===== src/rtl/spi_flash_arbiter.sv =====
// spi_flash_arbiter
// Shares one spimemio-style flash read port between two read requesters
// (round-robin) and one config-register writer (highest priority). Accesses
// are serialised, a config write never overlaps a read, and every read is
// bounded by an optional timeout that completes it with all-ones data and err.
module spi_flash_arbiter #(
  parameter int ADDR_W         = 24,
  parameter int TIMEOUT_CYCLES = 1024,
  parameter int CNT_W          = 11
) (
  input  logic              clk_i,
  input  logic              rst_i,
  // read requester 0
  input  logic              req0_valid_i,
  input  logic [ADDR_W-1:0] req0_addr_i,
  output logic              req0_ready_o,
  output logic [31:0]       req0_rdata_o,
  output logic              req0_err_o,
  // read requester 1
  input  logic              req1_valid_i,
  input  logic [ADDR_W-1:0] req1_addr_i,
  output logic              req1_ready_o,
  output logic [31:0]       req1_rdata_o,
  output logic              req1_err_o,
  // config-register writer
  input  logic              cfg_valid_i,
  input  logic [3:0]        cfg_we_i,
  input  logic [31:0]       cfg_wdata_i,
  output logic              cfg_ready_o,
  // flash controller side
  output logic              mem_valid_o,
  output logic [ADDR_W-1:0] mem_addr_o,
  input  logic              mem_ready_i,
  input  logic [31:0]       mem_rdata_i,
  output logic [3:0]        mem_cfgreg_we_o,
  output logic [31:0]       mem_cfgreg_di_o
);

  typedef enum logic [1:0] {
    IDLE,
    XFER,
    CFG,
    DONE
  } state_t;

  localparam bit              TIMEOUT_EN = (TIMEOUT_CYCLES != 0);
  localparam logic [CNT_W-1:0] LAST_WAIT = CNT_W'(TIMEOUT_CYCLES - 1);

  state_t state_q, state_d;

  // The winner of the latest arbitration is both the round-robin history and
  // the owner of the read currently in flight, so one bit serves both roles.
  logic last_grant_q, last_grant_d;

  logic [CNT_W-1:0] wait_cnt_q, wait_cnt_d;

  logic              mem_valid_d;
  logic [ADDR_W-1:0] mem_addr_d;
  logic [3:0]        mem_cfgreg_we_d;
  logic [31:0]       mem_cfgreg_di_d;
  logic              cfg_ready_d;
  logic              req0_ready_d, req1_ready_d;
  logic              req0_err_d, req1_err_d;
  logic [31:0]       req0_rdata_d, req1_rdata_d;

  logic        pick;         // requester chosen if a read is granted this cycle
  logic        timeout_hit;  // last permitted XFER cycle without mem_ready_i
  logic [31:0] xfer_data;    // data returned to the owner on completion

  assign pick        = (req0_valid_i && req1_valid_i) ? ~last_grant_q : req1_valid_i;
  assign timeout_hit = TIMEOUT_EN && (wait_cnt_q == LAST_WAIT);
  // A coincident mem_ready_i beats the timeout, so real data wins.
  assign xfer_data   = mem_ready_i ? mem_rdata_i : 32'hFFFF_FFFF;

  // Next-state and next-output logic for the arbitration FSM.
  always_comb begin
    // NOTE: every signal gets a default before the case so no path leaves one
    // unassigned, which would otherwise infer a latch.
    state_d         = state_q;
    last_grant_d    = last_grant_q;
    wait_cnt_d      = wait_cnt_q;
    mem_valid_d     = mem_valid_o;
    mem_addr_d      = mem_addr_o;
    mem_cfgreg_we_d = 4'h0;
    mem_cfgreg_di_d = mem_cfgreg_di_o;
    cfg_ready_d     = 1'b0;
    req0_ready_d    = 1'b0;
    req1_ready_d    = 1'b0;
    req0_err_d      = 1'b0;
    req1_err_d      = 1'b0;
    req0_rdata_d    = req0_rdata_o;
    req1_rdata_d    = req1_rdata_o;

    case (state_q)
      IDLE: begin
        if (cfg_valid_i) begin
          mem_cfgreg_we_d = cfg_we_i;
          mem_cfgreg_di_d = cfg_wdata_i;
          cfg_ready_d     = 1'b1;
          state_d         = CFG;
        end else if (req0_valid_i || req1_valid_i) begin
          last_grant_d = pick;
          mem_addr_d   = pick ? req1_addr_i : req0_addr_i;
          mem_valid_d  = 1'b1;
          wait_cnt_d   = '0;
          state_d      = XFER;
        end
      end

      XFER: begin
        if (mem_ready_i || timeout_hit) begin
          mem_valid_d = 1'b0;
          state_d     = DONE;
          if (last_grant_q) begin
            req1_ready_d = 1'b1;
            req1_rdata_d = xfer_data;
            req1_err_d   = ~mem_ready_i;
          end else begin
            req0_ready_d = 1'b1;
            req0_rdata_d = xfer_data;
            req0_err_d   = ~mem_ready_i;
          end
        end else if (TIMEOUT_EN) begin
          wait_cnt_d = wait_cnt_q + 1'b1;
        end
      end

      // The one-cycle pulses issued on entry are cleared by the defaults.
      CFG:     state_d = IDLE;
      DONE:    state_d = IDLE;
      default: state_d = IDLE;
    endcase
  end

  // State and registered outputs; synchronous reset aborts any access.
  always_ff @(posedge clk_i) begin
    // NOTE: sequential state uses non-blocking assignments so every register
    // samples the pre-edge values regardless of statement order.
    if (rst_i) begin
      state_q         <= IDLE;
      last_grant_q    <= 1'b1;
      wait_cnt_q      <= '0;
      mem_valid_o     <= 1'b0;
      mem_addr_o      <= '0;
      mem_cfgreg_we_o <= 4'h0;
      mem_cfgreg_di_o <= '0;
      cfg_ready_o     <= 1'b0;
      req0_ready_o    <= 1'b0;
      req1_ready_o    <= 1'b0;
      req0_err_o      <= 1'b0;
      req1_err_o      <= 1'b0;
      req0_rdata_o    <= '0;
      req1_rdata_o    <= '0;
    end else begin
      state_q         <= state_d;
      last_grant_q    <= last_grant_d;
      wait_cnt_q      <= wait_cnt_d;
      mem_valid_o     <= mem_valid_d;
      mem_addr_o      <= mem_addr_d;
      mem_cfgreg_we_o <= mem_cfgreg_we_d;
      mem_cfgreg_di_o <= mem_cfgreg_di_d;
      cfg_ready_o     <= cfg_ready_d;
      req0_ready_o    <= req0_ready_d;
      req1_ready_o    <= req1_ready_d;
      req0_err_o      <= req0_err_d;
      req1_err_o      <= req1_err_d;
      req0_rdata_o    <= req0_rdata_d;
      req1_rdata_o    <= req1_rdata_d;
    end
  end

endmodule


===== config.mk =====
export PLATFORM = sky130hd
export DESIGN_NAME = spi_flash_arbiter
export DESIGN_NICKNAME = d
export VERILOG_FILES = /design/src/rtl/spi_flash_arbiter.sv
export SDC_FILE = /design/constraint.sdc
export NUM_CORES = 1
export LEC_CHECK = 0
export ABC_AREA = 1
export BUFFER_PORTS_ARGS = -buffer_cell sky130_fd_sc_hd__clkbuf_2
export CELL_PAD_IN_SITES_DETAIL_PLACEMENT = 1
export CELL_PAD_IN_SITES_GLOBAL_PLACEMENT = 1
export CORE_UTILIZATION = 30
export DETAILED_ROUTE_END_ITERATION = 6
export PLACE_DENSITY_LB_ADDON = 0.1
export SYNTH_ARGS = -nofsm -noshare
export SYNTH_HDL_FRONTEND = slang
export SYNTH_SLANG_ARGS = --single-unit
export TNS_END_PERCENT = 1

===== constraint.sdc =====
create_clock -name clk_i -period 1.5 [get_ports clk_i]
set_input_delay 0.15 -clock clk_i [delete_from_list [all_inputs] [get_ports clk_i]]
set_output_delay 0.15 -clock clk_i [all_outputs]
set_load 0.02 [all_outputs]

==> flow_summary.ini <==
[setup_path]
worstPathRequired_ns = 1.85
path_cells = ha_4, nand2_4, nor2_4, nand3_2, nand2_4, nand2_4, clkinv_2, nand2_4, buf_12, a21oi_2
crit_family = simple AND/OR/NAND/NOR gates
crit_path_start = wait_cnt_q[1]$_SDFFE_PP0P_
path_class = flip-flop to flip-flop
arrival_ns = 1.81
timing.rr.start = wait_cnt_q[1]$_SDFFE_PP0P_
end_kind = flip-flop
cp_slowest_stage_delay_ns = 0.36
crit_slowest_cell = dfxtp_2
worstPathBufferInverterCount = 2
worstPathMaxFanout = 20
start_kind = flip-flop
crit_top_cell = nand2_4

[sta]
post-route-period-util_pct = 97.5
slew_violations = 0
worst_slack_ns = 0.0376
rsz0062_at_grt = true
finalSetupViolations = 0
fmax_mhz = 684
slew_headroom_pct = 72.9
tightest_slew_ns = 0.406
fin_worst_skew_ns = 0.0100
finalHoldViolCount = 0
period_needed_ns = 1.46

[floorplanning]
core-area_mm2 = 0.0197
start_util_pct = 30.9
boundaryPins = 252
die_w_um = 144
std_cell_rows = 51
dieArea_mm2 = 0.0208
die_y_um = 144

[grt]
grtUsageMet1_pct = 24.5
first_global_vias = 6337
use_met2_pct = 33.4
antenna_found_initial = 0
grt-ovfl-total = 0
grt_max_degree = 86
grt_pass1_wl_um = 32200
use_met3_pct = 5.23
grtUsageTotal_pct = 19.7
grt.busiest_layer = met2

[placed_design]
io_buffers = 251
dp.cells = 1325
dp_hpwl_um = 13800
place.gp.congestion = 0.792
place_worst_setup_slack_ns = -0.0179
placed_cell_area_mm2 = 0.00779

[clocking]
cts_tree = yes
cts_buffer_depth = 2
clkTransAtPathRegs_ns = 0.06
clock_latency_ns = 0.41
cts_setup_buffers = 0
cts.htree.levels = 4
root_buffer = clkbuf_16
cts_made_buffers = 17
clock_sinks = 144

[finish]
finalNetCount = 1256
instances_no_fill = 1411
syn2layout_area_growth_pct = 47.7
finish.instance_area_mm2 = 0.00897
layout-drive-gt1-share_pct = 32.7
fill_cells = 2505
post-route-util_pct = 45.6
antenna_cells = 0

[run_status]
outcome = completed

[drt]
ant_nets = 0
wirelength_um = 20700
avgRoutedWirePerCell_um = 14.7
vias_per_cell = 4.55
vias = 6416
drtIter0Drc = 276
dr.pass1.iters = 4
drcViolationCount = 0

[run]
maxCapViolCount = 0

[min_path]
hp-start = cfg_wdata_i[1]
hold_class = input port to flip-flop

[yosys]
synth_nets = 946
syn-instance-count = 823
synth_warnings = 0
syn_area_per_cell_um2 = 7.38
synth_seq_cells = 144
syn-cell-area_mm2 = 0.00607
synth_cell_types = 24
ys_seq_area_share_pct = 47.5

[pwr]
vdd.ir_drop.worst_v = 0.000694
leakage_nw = 4.31
power_density_mw_per_mm2 = 1160
## metal layers
layer	share of wire (%)	up-vias
li1	-	3279
met1	46	2949
met2	47	174
met3	6.3	14
met4	0.96	0
met5	0	-
## worst register-to-register path: cells and delay by family (launching register included)
| kind | cells | cell delay (ns) |
|---|---|---|
| AO/OA/AOI/OAI | 1 | 0.14 |
| adder cells (fa/ha/maj) | 1 | 0.15 |
| buffers and inverters | 2 | 0.26 |
| flip-flops | 1 | 0.36 |
| AND/OR/NAND/NOR | 6 | 0.51 |
## cell usage in the layout (no fill, tap or decap)
master         count
nand2_1          125
nor3_1             1
nand3_2            1
nand2_2            3
nor2_2             1
buf_4             33
o21ai_0           61
a21oi_2           32
clkinv_4           1
nor2_8             1
ha_4               1
clkbuf_2         251
inv_1             94
a21oi_1           58
nor2_1           151
bufinv_16          2
nor2_4             3
inv_6              1
o2111ai_1          1
clkinv_2           4
buf_12             7
nand4_1           65
dlygate4sd3_1     54
dfxtp_2            3
buf_6              1
nand2_4            5
inv_2              2
clkbuf_1           3
nand3_1           17
clkbuf_8           4
dfxtp_1          141
clkinvlp_4         2
clkbuf_16         17
## path summary, 6_finish.rpt
| kind | end | slack (ns) | cells after the start |
|---|---|---|---|
| max reg2reg | req1_rdata_o[9]$_SDFFE_PP0P_ | 0.04 | 10 |
| min | mem_cfgreg_di_o[1]$_SDFFE_PP0P_ | 0.01 | 3 |
| max | req1_rdata_o[9]$_SDFFE_PP0P_ | 0.04 | 10 |
| min reg2reg | wait_cnt_q[10]$_SDFFE_PP0P_ | 0.45 | 2 |
## cell type report
type,instances,area (um^2),share of cell area [%]
Clock buffer,24,492,5.48
Multi-Input combinational cell,526,2590,28.9
Inverter,98,370,4.13
Clock inverter,8,103,1.14
Tap cell,265,332,3.70
Timing Repair Buffer,346,2200,24.5
Sequential cell,144,2890,32.2
## what timing repair did
action	CTS	global route
endpoints found under the hold margin	48	0
pin swaps	0	2
setup endpoints to repair	31	77
hold buffers	54	0
gates resized for setup	4	5
## report_power, final
group          leakage (nW)  switching [mW]  internal [mW]
Sequential             1.18           0.134           4.09
Combinational          2.85            1.21          0.722
Clock                 0.287            1.63           2.63
Total                  4.31            2.98           7.44
## synthesized netlist by cell type
| cell type | number | area (um^2) |
|---|---|---|
| dfxtp_1 | 144 | 2880 |
| nor2_2 | 1 | 6.26 |
| buf_1 | 13 | 48.8 |
| nor2_8 | 1 | 20.0 |
| ha_1 | 1 | 12.5 |
| nor2_4 | 3 | 33.8 |
| nand3_1 | 17 | 85.1 |
| o2111ai_1 | 1 | 8.76 |
| nand2_4 | 2 | 22.5 |
| buf_2 | 9 | 45.0 |
| inv_1 | 94 | 353 |
| clkinv_2 | 1 | 5.00 |
| inv_2 | 3 | 11.3 |
| nand4_1 | 65 | 407 |
| buf_6 | 6 | 67.6 |
| a21oi_1 | 59 | 295 |
| nand3_2 | 1 | 10.0 |
| a21oi_2 | 31 | 272 |
| clkbuf_1 | 27 | 101 |
| nand2_1 | 125 | 469 |
| nand2_2 | 6 | 37.5 |
| nor3_1 | 1 | 5.00 |
| nor2_1 | 151 | 567 |
| o21ai_0 | 61 | 305 |
## per-stage QoR
step                      hold WS (ns)  power, mW   TNS, ns
after floorplan                  0.234       5.36         0
after global placement           0.349       6.10         0
after detailed placement         0.358       6.12   -0.0702
after CTS                    0.0000732       10.6  -0.00401
after global routing            0.0138       10.9     -2.78
final                           0.0125       10.4         0
## sequential cells by signal (all words and copies together), names as in the netlist
name	cells
mem_cfgreg_di_o	32
req0_rdata_o	32
req1_rdata_o	32
mem_addr_o	24
wait_cnt_q	11
mem_cfgreg_we_o	4
state_q	2
cfg_ready_o	1
last_grant_q	1
mem_valid_o	1
req0_err_o	1
req0_ready_o	1
req1_err_o	1
req1_ready_o	1
## kinds of logic after synthesis
| kind of cell | after synthesis | synth area share [%] |
|---|---|---|
| simple gates | 373 | 27.4 |
| buf+inv | 153 | 10.4 |
| compound gates | 152 | 14.5 |
| flops | 144 | 47.5 |
| fa+ha+maj | 1 | 0.206 |
No activity file was read; power rests on OpenSTA's default activity.
